File: config.mk
export PLATFORM = sky130hd
export DESIGN_NAME = program_table_receiver
export DESIGN_NICKNAME = d
export VERILOG_FILES = /design/src/rtl/program_table_receiver.sv
export SDC_FILE = /design/constraint.sdc
export NUM_CORES = 1
export LEC_CHECK = 0
export ABC_AREA = 1
export CAP_MARGIN = 10
export CORE_AREA = 4 4 96 98
export DETAILED_ROUTE_END_ITERATION = 10
export DIE_AREA = 0 0 100 102
export GPL_ROUTABILITY_DRIVEN = 0
export PLACE_DENSITY = 0.67
export SLEW_MARGIN = 20
export SYNTH_ARGS = -nofsm -noshare
export SYNTH_HDL_FRONTEND = slang
export SYNTH_SLANG_ARGS = --single-unit
File: constraint.sdc
create_clock -name clock -period 3.4 [get_ports clock]
set_input_delay 0.34 -clock clock [delete_from_list [all_inputs] [get_ports clock]]
set_output_delay 0.34 -clock clock [all_outputs]
set_load 0.03 [all_outputs]
File: src/rtl/program_table_receiver.sv
// Host byte-stream receiver for the function table: parses a 16-bit count header,
// assembles little-endian entries into table writes and validates an XOR checksum.
module program_table_receiver #(
  parameter int ADDR_W = 10,
  parameter int DATA_W = 16
) (
  input  logic              clock,
  input  logic              reset,
  input  logic              start,
  input  logic [7:0]        rx_data,
  input  logic              rx_valid,
  output logic              rx_ready,
  output logic              write_en,
  output logic [ADDR_W-1:0] write_addr,
  output logic [DATA_W-1:0] write_data,
  output logic              write_clk,
  output logic              busy,
  output logic              done,
  output logic              error,
  output logic [ADDR_W:0]   entries_loaded
);

  // state   | meaning
  // IDLE    | waiting for start
  // CNT_LO  | receive count low byte
  // CNT_HI  | receive count high byte, range-check the count
  // DATA    | receive BYTES entry bytes, LS byte first
  // WR_HI   | write strobe high, addr/data held
  // WR_LO   | write strobe low, advance address or finish
  // CHECK   | receive and compare checksum byte
  // DONE    | load good; start re-arms
  // ERROR   | overflow or bad checksum; start re-arms

  localparam int BYTES = DATA_W / 8;
  localparam int BCW   = (BYTES > 1) ? $clog2(BYTES) : 1;
  localparam logic [16:0] DEPTH = 17'(1) << ADDR_W;

  typedef enum logic [3:0] {
    S_IDLE, S_CNT_LO, S_CNT_HI, S_DATA, S_WR_HI, S_WR_LO, S_CHECK, S_DONE, S_ERROR
  } state_t;

  state_t            state, state_nxt;
  logic [15:0]       count, count_nxt;
  logic [BCW-1:0]    byte_cnt, byte_cnt_nxt;
  logic [7:0]        xor_acc, xor_nxt;
  logic [ADDR_W-1:0] addr_nxt;
  logic [DATA_W-1:0] data_nxt;
  logic [ADDR_W:0]   loaded_nxt, loaded_inc;
  logic              done_nxt, error_nxt;
  logic              accept;
  logic [16:0]       hdr_count;

  always_ff @(posedge clock) begin
    if (reset) begin
      state          <= S_IDLE;
      count          <= '0;
      byte_cnt       <= '0;
      xor_acc        <= '0;
      write_addr     <= '0;
      write_data     <= '0;
      entries_loaded <= '0;
      done           <= 1'b0;
      error          <= 1'b0;
    end else begin
      state          <= state_nxt;
      count          <= count_nxt;
      byte_cnt       <= byte_cnt_nxt;
      xor_acc        <= xor_nxt;
      write_addr     <= addr_nxt;
      write_data     <= data_nxt;
      entries_loaded <= loaded_nxt;
      done           <= done_nxt;
      error          <= error_nxt;
    end
  end

  always_comb begin
    state_nxt    = state;
    count_nxt    = count;
    byte_cnt_nxt = byte_cnt;
    xor_nxt      = xor_acc;
    addr_nxt     = write_addr;
    data_nxt     = write_data;
    loaded_nxt   = entries_loaded;
    done_nxt     = done;
    error_nxt    = error;
    rx_ready     = 1'b0;
    busy         = 1'b0;
    write_clk    = 1'b0;

    case (state)
      S_CNT_LO, S_CNT_HI, S_DATA, S_CHECK: begin
        rx_ready = 1'b1;
        busy     = 1'b1;
      end
      S_WR_HI: begin
        busy      = 1'b1;
        write_clk = 1'b1;
      end
      S_WR_LO: busy = 1'b1;
      default: ;
    endcase

    accept     = rx_valid && rx_ready;
    hdr_count  = {1'b0, rx_data, count[7:0]};
    loaded_inc = entries_loaded + 1'b1;

    case (state)
      S_IDLE, S_DONE, S_ERROR: begin
        if (start) begin
          state_nxt  = S_CNT_LO;
          done_nxt   = 1'b0;
          error_nxt  = 1'b0;
          loaded_nxt = '0;
          addr_nxt   = '0;
          xor_nxt    = '0;
        end
      end
      S_CNT_LO: begin
        if (accept) begin
          count_nxt[7:0] = rx_data;
          xor_nxt        = xor_acc ^ rx_data;
          state_nxt      = S_CNT_HI;
        end
      end
      S_CNT_HI: begin
        if (accept) begin
          count_nxt[15:8] = rx_data;
          xor_nxt         = xor_acc ^ rx_data;
          byte_cnt_nxt    = '0;
          if (hdr_count > DEPTH) begin
            state_nxt = S_ERROR;
            error_nxt = 1'b1;
          end else if (hdr_count == 17'd0) begin
            state_nxt = S_CHECK;
          end else begin
            state_nxt = S_DATA;
          end
        end
      end
      S_DATA: begin
        if (accept) begin
          // shift right so the first byte received ends up in the LS position
          data_nxt = (write_data >> 8) | (DATA_W'(rx_data) << (DATA_W - 8));
          xor_nxt  = xor_acc ^ rx_data;
          if (byte_cnt == BCW'(BYTES - 1)) begin
            state_nxt = S_WR_HI;
          end else begin
            byte_cnt_nxt = byte_cnt + 1'b1;
          end
        end
      end
      S_WR_HI: state_nxt = S_WR_LO;
      S_WR_LO: begin
        loaded_nxt = loaded_inc;
        if (17'(loaded_inc) < {1'b0, count}) begin
          addr_nxt     = write_addr + 1'b1;
          byte_cnt_nxt = '0;
          state_nxt    = S_DATA;
        end else begin
          state_nxt = S_CHECK;
        end
      end
      S_CHECK: begin
        if (accept) begin
          if (rx_data == xor_acc) begin
            state_nxt = S_DONE;
            done_nxt  = 1'b1;
          end else begin
            state_nxt = S_ERROR;
            error_nxt = 1'b1;
          end
        end
      end
      default: state_nxt = S_IDLE;
    endcase
  end

  assign write_en = busy;

endmodule

==> flow_metrics.tcl, run 1 <==
set metrics [dict create \
    outcome "completed" \
    synthTopCellsByArea "dfxtp_1 37%, nand2_1 15%, a21oi_1 9.1%, inv_1 7.4%, nand3_1 5.6%" \
    ir_worst_vdd_uv 228 \
    first_global_vias 3324 \
    fp.dieH_um 102 \
    htreeDepth 3 \
    r2r_end "write_addr[0]" \
    yosys.area.top_type "dfxtp_1" \
    critical_path_class "flip-flop to flip-flop" \
    die_w_um 100 \
    seqPwrFrac_pct 39.8 \
    finalSetupTns_ps 0 \
    synth-edff-count 0 \
    insertion_delay_ps 350 \
    arrival_ps 3210 \
    switchingPower_uw 940 \
    dieArea_sq_um 10200 \
    dp_hpwl_um 6440 \
    p_per_area_nw_per_um2 537 \
    floorplan.initialDensity_pct 43.6 \
    clk_pin_slew_ps 80 \
    vias 3567 \
    fin_skew_ps 11.7 \
    syn-num-nets 577 \
    drc_errors 0 \
    fmax_mhz 337 \
    critPathCaptureType "flip-flop" \
    critPathLaunchType "flip-flop" \
    grt_use_total_pct 18.4 \
    post-route-period-util_pct 87.3 \
    cts_resized 0 \
    worstPathRequired_ps 3650 \
    finalMaxSlewViolations 0 \
    drv_cap 0 \
    p_sw_share_pct 39.3 \
    worst_slew_pin_slew_ps 769 \
    synthDominantCellAreaShare_pct 36.9 \
    ys_async_sr_fraction_pct 0 \
    p_clk_share_pct 24.7 \
    min_period_ps 2970 \
    nets 625 \
    netlist_area_sq_um 3690 \
    crit_buf_inv 4 \
    wl_per_cell_um 12.5 \
    root_buffer "clkbuf_8" \
    syn_area_per_cell_sq_um 6.68 \
    relSlewSlack_pct 48.6 \
    ys_seq_elements 68 \
    combPwrFrac_pct 35.4 \
    worstRegToRegCells 18 \
    hold_viol 0 \
    grt.overflow.total 0 \
    ant_nets 0 \
    drt_iter0_drc 176 \
    post_cts_buffers 0 \
    hold_depth 2 \
    rows 34 \
    ff2ff_setup_slack_ps 430 \
    fp.coreArea_sq_um 8470 \
    clockBufferDepth 2 \
    ys.flop_type "dfxtp_1" \
    ys_types 34 \
    area_growth_pct 20.7 \
    yosysMostFrequentCell "nand2_1" \
    slowest_delay_ps 420 \
    numPortBuffers 54 \
    hold_class "flip-flop to flip-flop" \
    cp_top_family "simple AND/OR/NAND/NOR gates" \
    setup_violations 0 \
    layout-drive-gt1-share_pct 6.27 \
    p_int_mw 1.45 \
    antenna_found_initial 0 \
    vias_per_cell 5.00 \
    holdPathEnd "write_data[0]" \
    cts_buffers 9 \
    grt_max_degree 44 \
    crit_fanout 11 \
    cts_sinks 68 \
    hold_path.startpoint "write_data[0]" \
    grt_pass1_wl_um 15200 \
    synthCells 553 \
    cts_tree "yes" \
    netlist_top_cells_count "148 x nand2_1, 73 x inv_1, 68 x dfxtp_1" \
    routed_wl_um 8930 \
    fillCellCount 839 \
    power.leakage_nw 1.81 \
    dr.pass1.iters 5 \
    crit_slowest_cell "dfxtp_1" \
    antenna_cells 0 \
    placed_area_sq_um 4290 \
    reg2reg_from "entries_loaded[2]" \
    stdcell_area_sq_um 4460 \
    cp_cell_sequence "inv_1, nor4_4, nand4_1, or2_2, nand2_1, inv_1, ha_1, nand2_1, inv_1, nor2_1, o21a_1, nand2_1, nand2_1, nand3_1, nand2_2, inv_1, a21oi_1, nor2_1" \
    ios 55 \
    ys_warn_count 0 \
    ys_seq_area_share_pct 36.9 \
    rsz0062_at_grt "no" \
    hold_buffers 0 \
]
[layout by cell type, fill, tap and decap left out, types with 6 or more instances in the layout]
master / Yosys / final
a21oi_1: 67 / 67
clkbuf_8: 0 / 10
clkdlybuf4s50_1: 0 / 54
dfxtp_1: 68 / 68
ha_1: 12 / 12
inv_1: 73 / 73
nand2_1: 148 / 148
nand3_1: 41 / 41
nand4_1: 6 / 6
nor2_1: 43 / 43
nor3_1: 9 / 9
o21ai_0: 24 / 24
xor2_1: 9 / 9
[flip-flops by register name, indices dropped and copies added, names as in the netlist]
signal	cells
byte_cnt	1
count	16
done	1
entries_loaded	11
error	1
state	4
write_addr	10
write_data	16
xor_acc	8
[logic make-up after synthesis]
group,after synthesis,synth area share (%)
DFF,68,36.9
xor gates and xnor gates,10,2.37
and+or+nand+nor,268,32.4
buffers and inverters,96,10.4
AOI/OAI and AO/OA,99,13.9
adders and majority gates,12,4.06
[metal layers]
metal / wire, um / vias up / global-route usage (%)
li1: - / 1863 / -
met5: 0 / - / 0
met2: 4150 / 75 / 30.5
met4: 147 / 0 / 5.91
met3: 552 / 13 / 5.73
met1: 4080 / 1616 / 23.0
[worst reg2reg max path: cells and delay by family (launching register included)]
| kind | cells | cell delay [ps] |
|---|---|---|
| and+or+nand+nor | 11 | 1510 |
| DFF | 1 | 420 |
| buffers and inverters | 4 | 380 |
| AOI/OAI and AO/OA | 2 | 300 |
| adders and majority gates | 1 | 280 |
[power groups by stage]
stage	Combinational, mW	Sequential, mW	Clock [mW]
global placement	0.835	0.964	0
CTS	0.855	0.951	0.611
floorplan	0.643	0.976	0
detailed placement	0.853	0.969	0
global route	0.972	0.967	0.640
finish	0.848	0.953	0.592
[how the worst max path moves through the flow]
stage	start	end	slack [ps]	cells past startpoint
CTS	entries_loaded[2]	write_addr[0]	440	18
global placement	entries_loaded[2]	write_addr[0]	580	18
global route	entries_loaded[2]	write_addr[0]	120	18
floorplan	entries_loaded[2]	write_addr[5]	600	19
detailed placement	entries_loaded[2]	write_addr[0]	450	18
finish	entries_loaded[2]	write_addr[0]	430	18
[cell type report]
cell class	instances	area [sq um]	share of cell area, %
Clock inverter	5	27.5	0.618
Tap cell	108	135	3.03
Inverter	77	289	6.49
Clock buffer	11	141	3.17
Multi-Input combinational cell	389	1950	43.7
Timing Repair Buffer	56	556	12.5
Sequential cell	68	1360	30.5
[stage by stage]
step	hold WS [ps]	worst slack (ps)	total power, mW	util, %	instances
floorplan	430	596	1.62	-	553
global placement	441	575	1.80	50.7	698
detailed placement	454	455	1.82	50.7	698
CTS	465	442	2.42	52.6	714
global route	477	117	2.58	52.6	714
finish	463	432	2.39	52.6	714
Note: power is estimated with default switching activity, not from simulation.
==> inputs of run 2 (changes only) <==
CORE_AREA = 4 4 118 120   (was 4 4 96 98)
DIE_AREA = 0 0 122 124   (was 0 0 100 102)
GPL_ROUTABILITY_DRIVEN = default   (was 0)
PLACE_DENSITY = default   (was 0.67)
SLEW_MARGIN = default   (was 20)
==> run 2 against run 1 <==
Clock power up 52%. Highest routed layer unchanged. Design area up 4.6%. Largest power group unchanged. Sequential cell count unchanged. Total power up 13%. Clock skew down 8.0 ps. Largest cell class unchanged.
==> flow_metrics.tcl, run 2 (same netlist as run 1, synthesis figures left out) <==
set metrics [dict create \
    outcome "completed" \
    finalMaxSlewViolations 0 \
    grt_use_met3_pct 3.86 \
    post-route-period-util_pct 86.0 \
    nets 625 \
    routed_wl_um 9540 \
    layout_setup_ws_ps 477 \
    cts_resized 0 \
    dr.pass1.iters 5 \
    gp_congestion 0.816 \
    setup_violations 0 \
    critPathCaptureType "flip-flop" \
    top_regs "count x16, write_data x16, entries_loaded x11" \
    layout_common_cells "148 x nand2_1, 73 x inv_1, 68 x dfxtp_1" \
    insertion_delay_ps 330 \
    wl_per_cell_um 12.2 \
    min_period_ps 2920 \
    worstPathRequired_ps 3620 \
    power.leakage_nw 1.87 \
    layout-drive-gt1-share_pct 6.12 \
    grt.overflow.total 0 \
    worst_slew_pin_slew_ps 784 \
    die_w_um 122 \
    ir_worst_vdd_uv 270 \
    post_cts_buffers 0 \
    p_per_area_nw_per_um2 580 \
    arrival_ps 3150 \
    grt_use_met1_pct 16.9 \
    ant_nets 0 \
    dp_hpwl_um 6940 \
    layout_commonest_cell "nand2_1" \
    rsz0062_at_grt "no" \
    htreeDepth 3 \
    fin_skew_ps 3.66 \
    ios 55 \
    critical_path_class "flip-flop to flip-flop" \
    first_global_vias 3420 \
    cts_buffers 9 \
    hold_class "flip-flop to flip-flop" \
    grt_max_degree 44 \
    gr-max-usage-layer "met2" \
    critPathLaunchType "flip-flop" \
    clk_pin_slew_ps 50 \
    grt_use_total_pct 13.3 \
    ff2ff_setup_slack_ps 480 \
    relSlewSlack_pct 47.5 \
    hold_buffers 0 \
    drc_errors 0 \
    cts_sinks 68 \
    cts_tree "yes" \
    vias_per_cell 4.58 \
    drv_cap 0 \
    hold_viol 0 \
    rows 42 \
    fmax_mhz 342 \
    drt_iter0_drc 285 \
    crit_fanout 11 \
    dieArea_sq_um 15100 \
    antenna_cells 0 \
    fp.dieH_um 124 \
    floorplan.initialDensity_pct 28.5 \
    clockBufferDepth 2 \
    antenna_found_initial 0 \
    area_growth_pct 26.2 \
    grt_pass1_wl_um 16200 \
    root_buffer "clkbuf_16" \
    dpl_worst_slack_ps 477 \
    finalSetupTns_ps 0 \
    fp.coreArea_sq_um 13000 \
    met2_usage_pct 22.2 \
    vias 3578 \
    numPortBuffers 54 \
]
-- run 2: changes by cell type in the layout (fill, tap and decap cells not counted), sizes merged --
cell	before	now
clkbuf	11	14
clkinv	4	1
clkinvlp	1	0
-- run 2: stage by stage --
stage / instances / power [mW] / hold WS (ps) / cell area [sq um] / util [%]
after floorplan: 553 / 1.62 / 430 / 3690 / -
final: 781 / 2.70 / 462 / 4660 / 35.9
after global routing: 781 / 2.89 / 487 / 4660 / 35.9
after detailed placement: 766 / 1.82 / 453 / 4370 / 33.7
after CTS: 781 / 2.74 / 461 / 4660 / 35.9
after global placement: 766 / 1.80 / 441 / 4370 / 33.7
-- run 2: cell type report --
| class | count | area, sq um |
|---|---|---|
| fill | 1395 | 8320 |
| clock inverter | 1 | 5.00 |
| inverter | 77 | 289 |
| timing repair buffer | 56 | 556 |
| clock buffer | 14 | 284 |
| sequential | 68 | 1360 |
| multi-input combinational | 389 | 1950 |
| tap | 176 | 220 |
-- run 2: final timing paths --
kind              cells after the start               from       endpoint
hold reg to reg                       2      write_data[4]  write_data[4]
setup reg to reg                     18  entries_loaded[2]  write_addr[0]
setup / recovery                     18  entries_loaded[2]  write_addr[0]
hold / removal                        2      write_data[4]  write_data[4]
-- run 2: layer usage --
| metal | up-vias | routed length, um | share of wire (%) |
|---|---|---|---|
| li1 | 1862 | - | - |
| met1 | 1631 | 4410 | 46 |
| met2 | 80 | 4560 | 48 |
| met3 | 5 | 524 | 5.5 |
| met4 | 0 | 55 | 0.58 |
| met5 | - | 0 | 0 |
-- run 2: critical path: stages, from the launching register on --
cell and delay [ps]:
dfxtp_1 410, inv_1 150, nor4_4 350, nand4_1 140, or2_2 310, nand2_1 60, inv_1 40, ha_1 280
nand2_1 60, inv_1 30, nor2_1 80, o21a_1 120, nand2_1 50, nand2_1 70, nand3_1 110, nand2_2 230
inv_1 160, a21oi_1 140, nor2_1 50
-- run 2: report_power, final --
part	internal, mW	total, mW	switching (mW)
combinational	0.284	0.852	0.568
clock	0.568	0.901	0.333
sequential	0.890	0.952	0.0612
total	1.74	2.70	0.962
